### config.mk
export PLATFORM = sky130hd
export DESIGN_NAME = arqui_param
export DESIGN_NICKNAME = d
export VERILOG_FILES = /design/src/rtl/arqui_param_pkg.sv /design/src/rtl/arqui_param_fifo_th.sv /design/src/rtl/arqui_param.sv
export SDC_FILE = /design/constraint.sdc
export NUM_CORES = 1
export LEC_CHECK = 0
export ABC_AREA = 1
export BUFFER_PORTS_ARGS = -buffer_cell sky130_fd_sc_hd__buf_2
export CAP_MARGIN = 20
export CORE_MARGIN = 4
export CORE_UTILIZATION = 30
export DETAILED_ROUTE_END_ITERATION = 8
export PLACE_DENSITY = 0.43
export SKIP_CTS_REPAIR_TIMING = 1
export SLEW_MARGIN = 25
export SYNTH_ARGS = -nofsm -noshare
export SYNTH_HDL_FRONTEND = slang
export SYNTH_SLANG_ARGS = --single-unit
### constraint.sdc
create_clock -name clk -period 3.8 [get_ports clk]
set_clock_uncertainty 0.05 [all_clocks]
set_input_delay 0.19 -clock clk [delete_from_list [all_inputs] [get_ports clk]]
set_output_delay 0.19 -clock clk [all_outputs]
set_load 0.02 [all_outputs]
### src/rtl/arqui_param_pkg.sv
// ---------------------------------------------------------------------------
// arqui_param_pkg
// Shared types and helpers for the arqui_param packet switch fabric.
//   state_t       : control FSM encoding (INIT=0, IDLE=1, ACTIVE=2, ERROR=3)
//   clog2_min1    : index width that never collapses to zero bits
//   err_*_bit     : bit positions inside error_out
//   def_af/def_ae : threshold values loaded at reset
// ---------------------------------------------------------------------------
package arqui_param_pkg;

    typedef enum logic [1:0] {
        ST_INIT   = 2'd0,
        ST_IDLE   = 2'd1,
        ST_ACTIVE = 2'd2,
        ST_ERROR  = 2'd3
    } state_t;

    function automatic int clog2_min1(input int n);
        return (n > 1) ? $clog2(n) : 1;
    endfunction

    function automatic int err_main_bit();
        return 0;
    endfunction

    function automatic int err_vc_bit(input int vc);
        return 1 + vc;
    endfunction

    function automatic int err_dest_bit(input int num_vc, input int dest);
        return 1 + num_vc + dest;
    endfunction

    function automatic int def_af(input int depth);
        return depth - 1;
    endfunction

    function automatic int def_ae();
        return 1;
    endfunction

endpackage

### src/rtl/arqui_param_fifo_th.sv
// ---------------------------------------------------------------------------
// fifo_th
// Synchronous FIFO with programmable almost-full / almost-empty thresholds.
// Ports:
//   clk, reset        : clock, synchronous active-high reset (empties FIFO)
//   i_push / i_din    : write request and data
//   i_pop             : read request (head advances)
//   i_af_th / i_ae_th : almost-full (count >= af) / almost-empty (count <= ae)
//   o_head            : current head word (valid when not empty)
//   o_count           : occupancy, $clog2(DEPTH)+1 bits
//   o_full, o_empty, o_afull, o_aempty : status from the registered count
//   o_ovf, o_udf      : single-cycle pulses for a dropped push / rejected pop
// A pop frees a slot in the same edge, so a full FIFO still accepts a push
// accompanied by a pop; an empty FIFO never serves a pop, even with a push.
// ---------------------------------------------------------------------------
module fifo_th #(
    parameter int DEPTH = 4,
    parameter int DW    = 6,
    parameter int THW   = $clog2(DEPTH)
) (
    input  logic           clk,
    input  logic           reset,
    input  logic           i_push,
    input  logic           i_pop,
    input  logic [DW-1:0]  i_din,
    input  logic [THW-1:0] i_af_th,
    input  logic [THW-1:0] i_ae_th,
    output logic [DW-1:0]  o_head,
    output logic [$clog2(DEPTH):0] o_count,
    output logic           o_full,
    output logic           o_empty,
    output logic           o_afull,
    output logic           o_aempty,
    output logic           o_ovf,
    output logic           o_udf
);
    localparam int AW = $clog2(DEPTH);
    localparam int CW = AW + 1;

    logic [DW-1:0] r_mem [DEPTH];
    logic [AW-1:0] r_wr_ptr;
    logic [AW-1:0] r_rd_ptr;
    logic [CW-1:0] r_count;
    logic          w_full;
    logic          w_empty;
    logic          w_do_push;
    logic          w_do_pop;

    assign w_full    = (r_count == CW'(DEPTH));
    assign w_empty   = (r_count == '0);
    assign w_do_pop  = i_pop && !w_empty;
    assign w_do_push = i_push && (!w_full || w_do_pop);

    always_ff @(posedge clk) begin
        if (reset) begin
            r_wr_ptr <= '0;
            r_rd_ptr <= '0;
            r_count  <= '0;
        end else begin
            if (w_do_push) r_wr_ptr <= r_wr_ptr + AW'(1);
            if (w_do_pop)  r_rd_ptr <= r_rd_ptr + AW'(1);
            if (w_do_push && !w_do_pop)      r_count <= r_count + CW'(1);
            else if (w_do_pop && !w_do_push) r_count <= r_count - CW'(1);
        end
    end

    always_ff @(posedge clk) begin
        if (w_do_push) r_mem[r_wr_ptr] <= i_din;
    end

    assign o_head   = r_mem[r_rd_ptr];
    assign o_count  = r_count;
    assign o_full   = w_full;
    assign o_empty  = w_empty;
    assign o_afull  = (r_count >= CW'(i_af_th));
    assign o_aempty = (r_count <= CW'(i_ae_th));
    assign o_ovf    = i_push && w_full && !w_do_pop;
    assign o_udf    = i_pop && w_empty;

endmodule

### src/rtl/arqui_param.sv
// ---------------------------------------------------------------------------
// arqui_param
// Packet switch fabric: main FIFO -> NUM_VC virtual-channel FIFOs (by class
// bits) -> NUM_DEST destination FIFOs (by destination bits).
// Ports:
//   clk, reset            : clock, synchronous active-high reset
//   init                  : hold INIT and latch the six thresholds
//   data_in / push_main   : input word and its write strobe
//   pop_d                 : per-destination pop
//   afMF_i..aeDF_i        : almost-full / almost-empty thresholds
//   data_out              : registered pop data, slice k = [k*DW +: DW]
//   fifo_pause_main       : main FIFO almost full
//   fifo_empty_d          : per-destination empty
//   error_out             : sticky {dest underflow, VC overflow, main overflow}
//   active_out / idle_out : FSM in ACTIVE / IDLE
// Build option: define VC_RR_ARB_EN for a round-robin VC->dest arbiter;
// otherwise the lowest eligible VC index wins.
// ---------------------------------------------------------------------------
module arqui_param
    import arqui_param_pkg::*;
#(
    parameter int DW       = 6,
    parameter int NUM_VC   = 2,
    parameter int NUM_DEST = 2,
    parameter int MF_DEPTH = 4,
    parameter int VC_DEPTH = 16,
    parameter int DF_DEPTH = 4
) (
    input  logic                        clk,
    input  logic                        reset,
    input  logic                        init,
    input  logic [DW-1:0]               data_in,
    input  logic                        push_main,
    input  logic [NUM_DEST-1:0]         pop_d,
    input  logic [$clog2(MF_DEPTH)-1:0] afMF_i,
    input  logic [$clog2(MF_DEPTH)-1:0] aeMF_i,
    input  logic [$clog2(VC_DEPTH)-1:0] afVC_i,
    input  logic [$clog2(VC_DEPTH)-1:0] aeVC_i,
    input  logic [$clog2(DF_DEPTH)-1:0] afDF_i,
    input  logic [$clog2(DF_DEPTH)-1:0] aeDF_i,
    output logic [NUM_DEST*DW-1:0]      data_out,
    output logic                        fifo_pause_main,
    output logic [NUM_DEST-1:0]         fifo_empty_d,
    output logic [NUM_VC+NUM_DEST:0]    error_out,
    output logic                        active_out,
    output logic                        idle_out
);
    localparam int VCW  = clog2_min1(NUM_VC);
    localparam int DSW  = clog2_min1(NUM_DEST);
    localparam int MTW  = $clog2(MF_DEPTH);
    localparam int VTW  = $clog2(VC_DEPTH);
    localparam int DTW  = $clog2(DF_DEPTH);
    localparam int MCW  = MTW + 1;
    localparam int VCCW = VTW + 1;
    localparam int DCW  = DTW + 1;
    localparam int EW   = 1 + NUM_VC + NUM_DEST;

    state_t                  r_state;
    logic                    r_active;
    logic                    r_idle;
    logic [EW-1:0]           r_err;
    logic [NUM_DEST*DW-1:0]  r_data_out;
    logic [MTW-1:0]          r_af_mf, r_ae_mf;
    logic [VTW-1:0]          r_af_vc, r_ae_vc;
    logic [DTW-1:0]          r_af_df, r_ae_df;

    logic [DW-1:0]  w_mf_head;
    logic [MCW-1:0] w_mf_cnt;
    logic           w_mf_full, w_mf_empty, w_mf_afull, w_mf_aempty, w_mf_ovf, w_mf_udf;

    logic [DW-1:0]   w_vc_head [NUM_VC];
    logic [DSW-1:0]  w_vc_dest [NUM_VC];
    logic [VCCW-1:0] w_vc_cnt  [NUM_VC];
    logic [NUM_VC-1:0] w_vc_push, w_vc_pop, w_vc_full, w_vc_empty;
    logic [NUM_VC-1:0] w_vc_afull, w_vc_aempty, w_vc_ovf, w_vc_udf;

    logic [DW-1:0]   w_df_head [NUM_DEST];
    logic [DCW-1:0]  w_df_cnt  [NUM_DEST];
    logic [NUM_DEST-1:0] w_df_push, w_df_full, w_df_empty;
    logic [NUM_DEST-1:0] w_df_afull, w_df_aempty, w_df_ovf, w_df_udf;

    logic           w_fwd_en;
    logic [VCW-1:0] w_mf_vc;
    logic           w_s1_go;
    logic [NUM_VC-1:0] w_elig;
    logic           w_gnt_vld;
    logic [VCW-1:0] w_gnt_idx;
    logic [DW-1:0]  w_gnt_head;
    logic [DSW-1:0] w_gnt_dest;
    logic [EW-1:0]  w_err_new;
    logic           w_any_data;

    assign w_fwd_en   = (r_state == ST_IDLE) || (r_state == ST_ACTIVE);
    assign w_any_data = !(w_mf_empty && (&w_vc_empty) && (&w_df_empty));

    // ---- main FIFO ----
    fifo_th #(.DEPTH(MF_DEPTH), .DW(DW), .THW(MTW)) u_main (
        .clk(clk), .reset(reset), .i_push(push_main), .i_pop(w_s1_go), .i_din(data_in),
        .i_af_th(r_af_mf), .i_ae_th(r_ae_mf), .o_head(w_mf_head), .o_count(w_mf_cnt),
        .o_full(w_mf_full), .o_empty(w_mf_empty), .o_afull(w_mf_afull),
        .o_aempty(w_mf_aempty), .o_ovf(w_mf_ovf), .o_udf(w_mf_udf)
    );

    a_mf_ok: assert property (@(posedge clk) disable iff (reset)
        !w_mf_udf && (w_mf_full == (w_mf_cnt == MCW'(MF_DEPTH)))
        && (w_mf_aempty == (w_mf_cnt <= MCW'(r_ae_mf))));

    // ---- stage 1: main -> VC (pop and push in the same edge) ----
    assign w_mf_vc = w_mf_head[DW-1 -: VCW];
    assign w_s1_go = w_fwd_en && !w_mf_empty && !w_vc_afull[w_mf_vc];

    for (genvar v = 0; v < NUM_VC; v++) begin : g_vc
        assign w_vc_push[v] = w_s1_go && (w_mf_vc == VCW'(v));
        assign w_vc_pop[v]  = w_gnt_vld && (w_gnt_idx == VCW'(v));
        assign w_vc_dest[v] = w_vc_head[v][DW-1-VCW -: DSW];

        fifo_th #(.DEPTH(VC_DEPTH), .DW(DW), .THW(VTW)) u_vc (
            .clk(clk), .reset(reset), .i_push(w_vc_push[v]), .i_pop(w_vc_pop[v]),
            .i_din(w_mf_head), .i_af_th(r_af_vc), .i_ae_th(r_ae_vc),
            .o_head(w_vc_head[v]), .o_count(w_vc_cnt[v]), .o_full(w_vc_full[v]),
            .o_empty(w_vc_empty[v]), .o_afull(w_vc_afull[v]), .o_aempty(w_vc_aempty[v]),
            .o_ovf(w_vc_ovf[v]), .o_udf(w_vc_udf[v])
        );

        // Stage 1 only pushes below almost-full, so a VC can never overflow.
        a_vc_ok: assert property (@(posedge clk) disable iff (reset)
            !w_vc_ovf[v] && !w_vc_udf[v]
            && (w_vc_full[v] == (w_vc_cnt[v] == VCCW'(VC_DEPTH)))
            && (w_vc_aempty[v] == (w_vc_cnt[v] <= VCCW'(r_ae_vc))));
    end

    // ---- stage 2: VC -> destination arbitration ----
    always_comb begin
        w_elig = '0;
        for (int v = 0; v < NUM_VC; v++) begin
            w_elig[v] = w_fwd_en && !w_vc_empty[v] && !w_df_afull[w_vc_dest[v]];
        end
    end

`ifdef VC_RR_ARB_EN
    logic [VCW-1:0] r_rr_ptr;
    logic [VCW-1:0] w_cand;

    // Search starts at the pointer; the first eligible VC wins.
    always_comb begin
        w_gnt_vld = 1'b0;
        w_gnt_idx = '0;
        w_cand    = '0;
        for (int i = 0; i < NUM_VC; i++) begin
            w_cand = r_rr_ptr + VCW'(i);
            if (!w_gnt_vld && (int'(w_cand) < NUM_VC) && w_elig[w_cand]) begin
                w_gnt_vld = 1'b1;
                w_gnt_idx = w_cand;
            end
        end
    end

    always_ff @(posedge clk) begin
        if (reset)          r_rr_ptr <= '0;
        else if (w_gnt_vld) r_rr_ptr <= w_gnt_idx + VCW'(1);
    end
`else
    // Scan downwards so the lowest eligible index is the last assignment.
    always_comb begin
        w_gnt_vld = 1'b0;
        w_gnt_idx = '0;
        for (int i = NUM_VC - 1; i >= 0; i--) begin
            if (w_elig[i]) begin
                w_gnt_vld = 1'b1;
                w_gnt_idx = VCW'(i);
            end
        end
    end
`endif

    assign w_gnt_head = w_vc_head[w_gnt_idx];
    assign w_gnt_dest = w_vc_dest[w_gnt_idx];

    // ---- destination FIFOs ----
    for (genvar k = 0; k < NUM_DEST; k++) begin : g_df
        assign w_df_push[k] = w_gnt_vld && (w_gnt_dest == DSW'(k));

        fifo_th #(.DEPTH(DF_DEPTH), .DW(DW), .THW(DTW)) u_df (
            .clk(clk), .reset(reset), .i_push(w_df_push[k]), .i_pop(pop_d[k]),
            .i_din(w_gnt_head), .i_af_th(r_af_df), .i_ae_th(r_ae_df),
            .o_head(w_df_head[k]), .o_count(w_df_cnt[k]), .o_full(w_df_full[k]),
            .o_empty(w_df_empty[k]), .o_afull(w_df_afull[k]), .o_aempty(w_df_aempty[k]),
            .o_ovf(w_df_ovf[k]), .o_udf(w_df_udf[k])
        );

        a_df_ok: assert property (@(posedge clk) disable iff (reset)
            !w_df_ovf[k]
            && (w_df_full[k] == (w_df_cnt[k] == DCW'(DF_DEPTH)))
            && (w_df_aempty[k] == (w_df_cnt[k] <= DCW'(r_ae_df))));
    end

    // ---- pop data register: an underflowing pop leaves its slice unchanged ----
    always_ff @(posedge clk) begin
        if (reset) begin
            r_data_out <= '0;
        end else begin
            for (int k = 0; k < NUM_DEST; k++) begin
                if (pop_d[k] && !w_df_empty[k]) r_data_out[k*DW +: DW] <= w_df_head[k];
            end
        end
    end

    // ---- error collection ----
    always_comb begin
        w_err_new = '0;
        w_err_new[err_main_bit()] = w_mf_ovf;
        for (int v = 0; v < NUM_VC; v++)   w_err_new[err_vc_bit(v)] = w_vc_ovf[v];
        for (int k = 0; k < NUM_DEST; k++) w_err_new[err_dest_bit(NUM_VC, k)] = w_df_udf[k];
    end

    // ---- control FSM with registered status outputs ----
    always_ff @(posedge clk) begin
        if (reset) begin
            r_state  <= ST_INIT;
            r_active <= 1'b0;
            r_idle   <= 1'b0;
            r_err    <= '0;
            r_af_mf  <= MTW'(def_af(MF_DEPTH));
            r_ae_mf  <= MTW'(def_ae());
            r_af_vc  <= VTW'(def_af(VC_DEPTH));
            r_ae_vc  <= VTW'(def_ae());
            r_af_df  <= DTW'(def_af(DF_DEPTH));
            r_ae_df  <= DTW'(def_ae());
        end else begin
            r_err <= r_err | w_err_new;
            if ((r_state == ST_INIT) && init) begin
                r_af_mf <= afMF_i;
                r_ae_mf <= aeMF_i;
                r_af_vc <= afVC_i;
                r_ae_vc <= aeVC_i;
                r_af_df <= afDF_i;
                r_ae_df <= aeDF_i;
            end
            if (|w_err_new) begin
                r_state  <= ST_ERROR;
                r_active <= 1'b0;
                r_idle   <= 1'b0;
            end else begin
                case (r_state)
                    ST_INIT: begin
                        if (!init) begin
                            r_state <= ST_IDLE;
                            r_idle  <= 1'b1;
                        end
                    end
                    ST_IDLE: begin
                        if (init) begin
                            r_state <= ST_INIT;
                            r_idle  <= 1'b0;
                        end else if (w_any_data) begin
                            r_state  <= ST_ACTIVE;
                            r_active <= 1'b1;
                            r_idle   <= 1'b0;
                        end
                    end
                    ST_ACTIVE: begin
                        if (init) begin
                            r_state  <= ST_INIT;
                            r_active <= 1'b0;
                        end else if (!w_any_data) begin
                            r_state  <= ST_IDLE;
                            r_active <= 1'b0;
                            r_idle   <= 1'b1;
                        end
                    end
                    default: ;
                endcase
            end
        end
    end

    assign data_out        = r_data_out;
    assign fifo_pause_main = w_mf_afull;
    assign fifo_empty_d    = w_df_empty;
    assign error_out       = r_err;
    assign active_out      = r_active;
    assign idle_out        = r_idle;

endmodule
==> run metrics <==
area share of the largest cell type after synthesis=0.536; maximum number of pins on one net before global-route repair=62; outcome=complete, no violations; highest ir drop seen on vdd=339 uV; number of hold-slack violations in the final timing report=0; critical-path cell with the highest stage delay=dfxtp_1; routed wl met3=1220 um; count of buffers from port buffering=41; synthesis-to-layout area growth=17.0%; placer congestion estimate=about 0.77; Max-cap violations=0; clock-pin transition on the worst setup and hold timing paths=about 0.060 ns; Worst Max-Slew Pin Slew=roughly 0.93 ns; Overall Global Routing Usage=0.132; combinational family with the most area after synthesis=simple AND/OR/NAND/NOR gates; setup total negative slack=0 ns; critical setup path kind=reg -> reg; starting utilization of the core area=0.303; adder-cell share of the synthesized area=0.0499; Via-to-Cell Ratio=4.61; area fraction in and, or, nand and nor cells after synthesis=0.131; post-synthesis net count=1427; finished layout cell area=0.0173 mm^2; IO Count=50; router iterations before antenna repair=4; CTS tree=yes; Setup crit start kind=flop; core area=~0.049 mm^2; number of clock sinks=350; post-synthesis area per instance=11.0 um^2; post-layout minimum cycle time=3.30 ns; post-route DRC violation count=0; Crit path required time=4.19 ns; Final ANT Viol Nets=0; unrepaired setup endpoints after global routing=false; Clock Tree Root=clkbuf_16; wire length reported by the detailed router=35200 um; maximum clock frequency=roughly 0.3 GHz; post-synthesis register bit count=350; compound-gate portion of the synthesized area=0.117; average wire length per cell after detail routing=16.6 um; critical path, cell by cell=inv_1 -> ha_1 -> inv_1 -> nand2_1 -> a21oi_1 -> o21bai_1 -> a21oi_1 -> or2_2 -> nand4_1 -> inv_1 -> ha_1 -> inv_1 -> ha_1 -> a21o_1 -> a31oi_1 -> nor2_1 -> nor2_1 -> nand2_1 -> o21ai_0 -> a21oi_1; class of the tightest hold or removal check=in -> reg; total CTS buffers=40; number of rows created at floorplan=slightly above 80; Pins Over Slew Limit=0; Max clock buf depth=3; fin crit share=0.869; critical path capture point=g_vc[1].u_vc.o_count[4]; Die Width=230 um; Slowest Stage Delay on Critical Path=0.35 ns; startpoint of the lowest-slack register-to-register path=g_vc[0].u_vc.o_count[0]; remaining global-route overflow=0; total number of H-tree levels=2; first-pass GRT wire length=approximately 55000 um; post-synth top area cell=edfxtp_1; total cell area at the placement stage=0.0159 mm^2; static power due to leakage=around 0.0064 uW; mux share of post-synthesis cell area=0; Distinct cells, synth=44; Total Die Area=0.0529 mm^2; synth top area cells=edfxtp_1 54%, dfxtp_1 12%, nor2_1 6.0%, o21ai_0 5.5%, ha_1 4.3%; estimated wirelength of the detail-placed design=about 23000 um; Crit Path Max Fanout=6; Worst EP arrival=3.69 ns; share of post-route cells with drive strength above 1=0.111; Critical Path Start=g_vc[0].u_vc.o_count[0]; total via count in the routed design=9783; antenna cells=0; sequential-to-total area share from yosys stat=0.653; R2R setup slack=0.50 ns; depth of the worst register-to-register path=20; Setup-failing EPs final=0; vias in the first global route=roughly 10000; count of synthesis-stage warnings from yosys=0; headroom to the max-slew limit=0.375; power after layout=12900 uW; number of antenna violations at the first check in global routing=0; top layer in use=met4; Reg2Reg Capture Point=g_vc[1].u_vc.o_count[4]; DRC violation total after the first TritonRoute iteration=589; height of the die=about 230 um; synthesized-area fraction occupied by xor and xnor cells=0.00355; element type at the critical path end=flop; M1 WL=16400 um; routed length on met2=16600 um; cell seen most often among critical-path stages=inv_1; clock latency on the worst-skew pair=roughly 0.55 ns; post-synthesis instance area=0.0148 mm^2; net total in the final layout=1509; gate count of the mapped netlist=between 1000 and 1500; power per cell area=748 mW/mm^2
-- layout make-up --
cell class | count | area [um^2]
clock inverters | 18 | 96.3
flip-flops and latches | 350 | 9650
well taps | 664 | 831
multi-input cells | 822 | 4490
inverters | 119 | 449
repair buffers | 92 | 646
clock buffers | 56 | 1130
fillers | 4946 | 31600
-- logic make-up (layout without fill, tap and decap cells) --
family | Yosys count | in the layout
adders and majority gates | 56 | 56
xor gates and xnor gates | 6 | 6
AOI/OAI and AO/OA | 300 | 300
and+or+nand+nor | 460 | 460
buffers and inverters | 171 | 285
DFF | 350 | 350
-- cells in the mapped netlist --
library cell / number
a211oi_1: 2
a21oi_1: 52
buf_4: 5
buf_6: 2
inv_2: 3
ha_1: 51
nand3_2: 4
nand4_1: 6
and2_1: 1
o2111ai_1: 1
xnor2_1: 3
and3_1: 1
edfxtp_1: 264
clkinv_1: 2
nand3b_1: 2
nand2_2: 3
buf_2: 5
inv_1: 114
nand3_4: 3
nor3_1: 4
clkbuf_1: 37
nand2_1: 138
or2_2: 4
a21oi_2: 1
o21ai_0: 163
nand3_1: 55
nor2_4: 1
a32o_1: 5
xor2_1: 3
clkbuf_2: 1
dfxtp_1: 86
o21ai_2: 1
o211ai_1: 9
a31oi_1: 20
nor2_1: 236
a32oi_1: 1
fa_1: 5
buf_1: 2
o22ai_1: 11
nand2_4: 1
a21o_1: 2
o21bai_1: 2
o221ai_1: 30
nor3b_1: 1
-- where the power goes --
part | leakage, uW | internal, uW | total [uW] | switching (uW)
Combinational | 0.00268 | 1240 | 4020 | 2780
Sequential | 0.00308 | 5050 | 5300 | 247
Clock | 0.000616 | 2090 | 3620 | 1530
Total | 0.00638 | 8370 | 12900 | 4560
-- critical path, delay by kind of cell (launching register included) --
kind            cells  cell delay (ns)
compound gates      7             0.93
fa+ha+maj           3             0.86
buf+inv             4             0.46
flops               1             0.35
simple gates        6             0.53
-- metal layers --
| layer | global-route usage | up-vias |
|---|---|---|
| met5 | 0 | - |
| met1 | 0.177 | 4691 |
| met2 | 0.218 | 131 |
| met3 | 0.0276 | 60 |
| li1 | - | 4901 |
| met4 | 0.0395 | 0 |
-- cell usage in the layout (no fill, tap or decap), types with 5 or more instances in the layout --
cell type	instances
buf_2	41
o21ai_0	163
nand2_1	138
clkinv_2	13
o22ai_1	6
clkbuf_1	11
ha_1	51
clkbuf_16	42
a31oi_1	20
nand3_1	55
clkinv_1	6
nor2_1	236
nand4_1	6
o211ai_1	9
dlygate4sd3_1	18
fa_1	5
a21oi_1	52
o22ai_2	5
edfxtp_1	264
o221ai_1	30
inv_1	113
dfxtp_1	86
a32o_1	5
buf_4	32
-- how the worst min path moves through the flow --
stage	start	endpoint	cells after the start	slack, ns
2_1_floorplan	data_in[0]	u_main.r_mem[0][0]	0	0.24
3_3_place_gp	afMF_i[0]	r_af_mf[0]	3	0.35
3_5_place_dp	afMF_i[0]	r_af_mf[0]	3	0.35
4_1_cts	afDF_i[0]	r_af_df[0]	3	-0.24
5_1_grt	init	active_out	4	0.08
6_report	init	active_out	4	0.05
-- sequential cells by signal, indices dropped and copies added (netlist names), named ones only --
name                cells
data_out               12
u_main.o_count          3
idle_out                1
g_vc.u_vc.r_mem       192
g_df.u_df.r_mem        48
r_af_df                 2
r_state                 2
g_df.u_df.r_rd_ptr      4
u_main.r_mem           24
g_df.u_df.o_count       6
g_vc.u_vc.o_count      10
r_af_vc                 4
g_vc.u_vc.r_wr_ptr      8
r_af_mf                 2
u_main.r_rd_ptr         2
g_vc.u_vc.r_rd_ptr      8
g_df.u_df.r_wr_ptr      4
active_out              1
error_out               5
u_main.r_wr_ptr         2
-- metrics by stage --
| step | hold WS, ns | setup WS [ns] | std cells | util |
|---|---|---|---|---|
| after floorplan | 0.239 | 0.0132 | 1343 | - |
| after detailed placement | 0.353 | 0.456 | 2029 | 0.325 |
| after global placement | 0.353 | 0.432 | 2029 | 0.325 |
| after global routing | 0.0783 | 0.123 | 2121 | 0.354 |
| final | 0.0455 | 0.496 | 2121 | 0.354 |
| after CTS | -0.244 | 0.433 | 2103 | 0.350 |
Power figures use the tool's default switching activity.
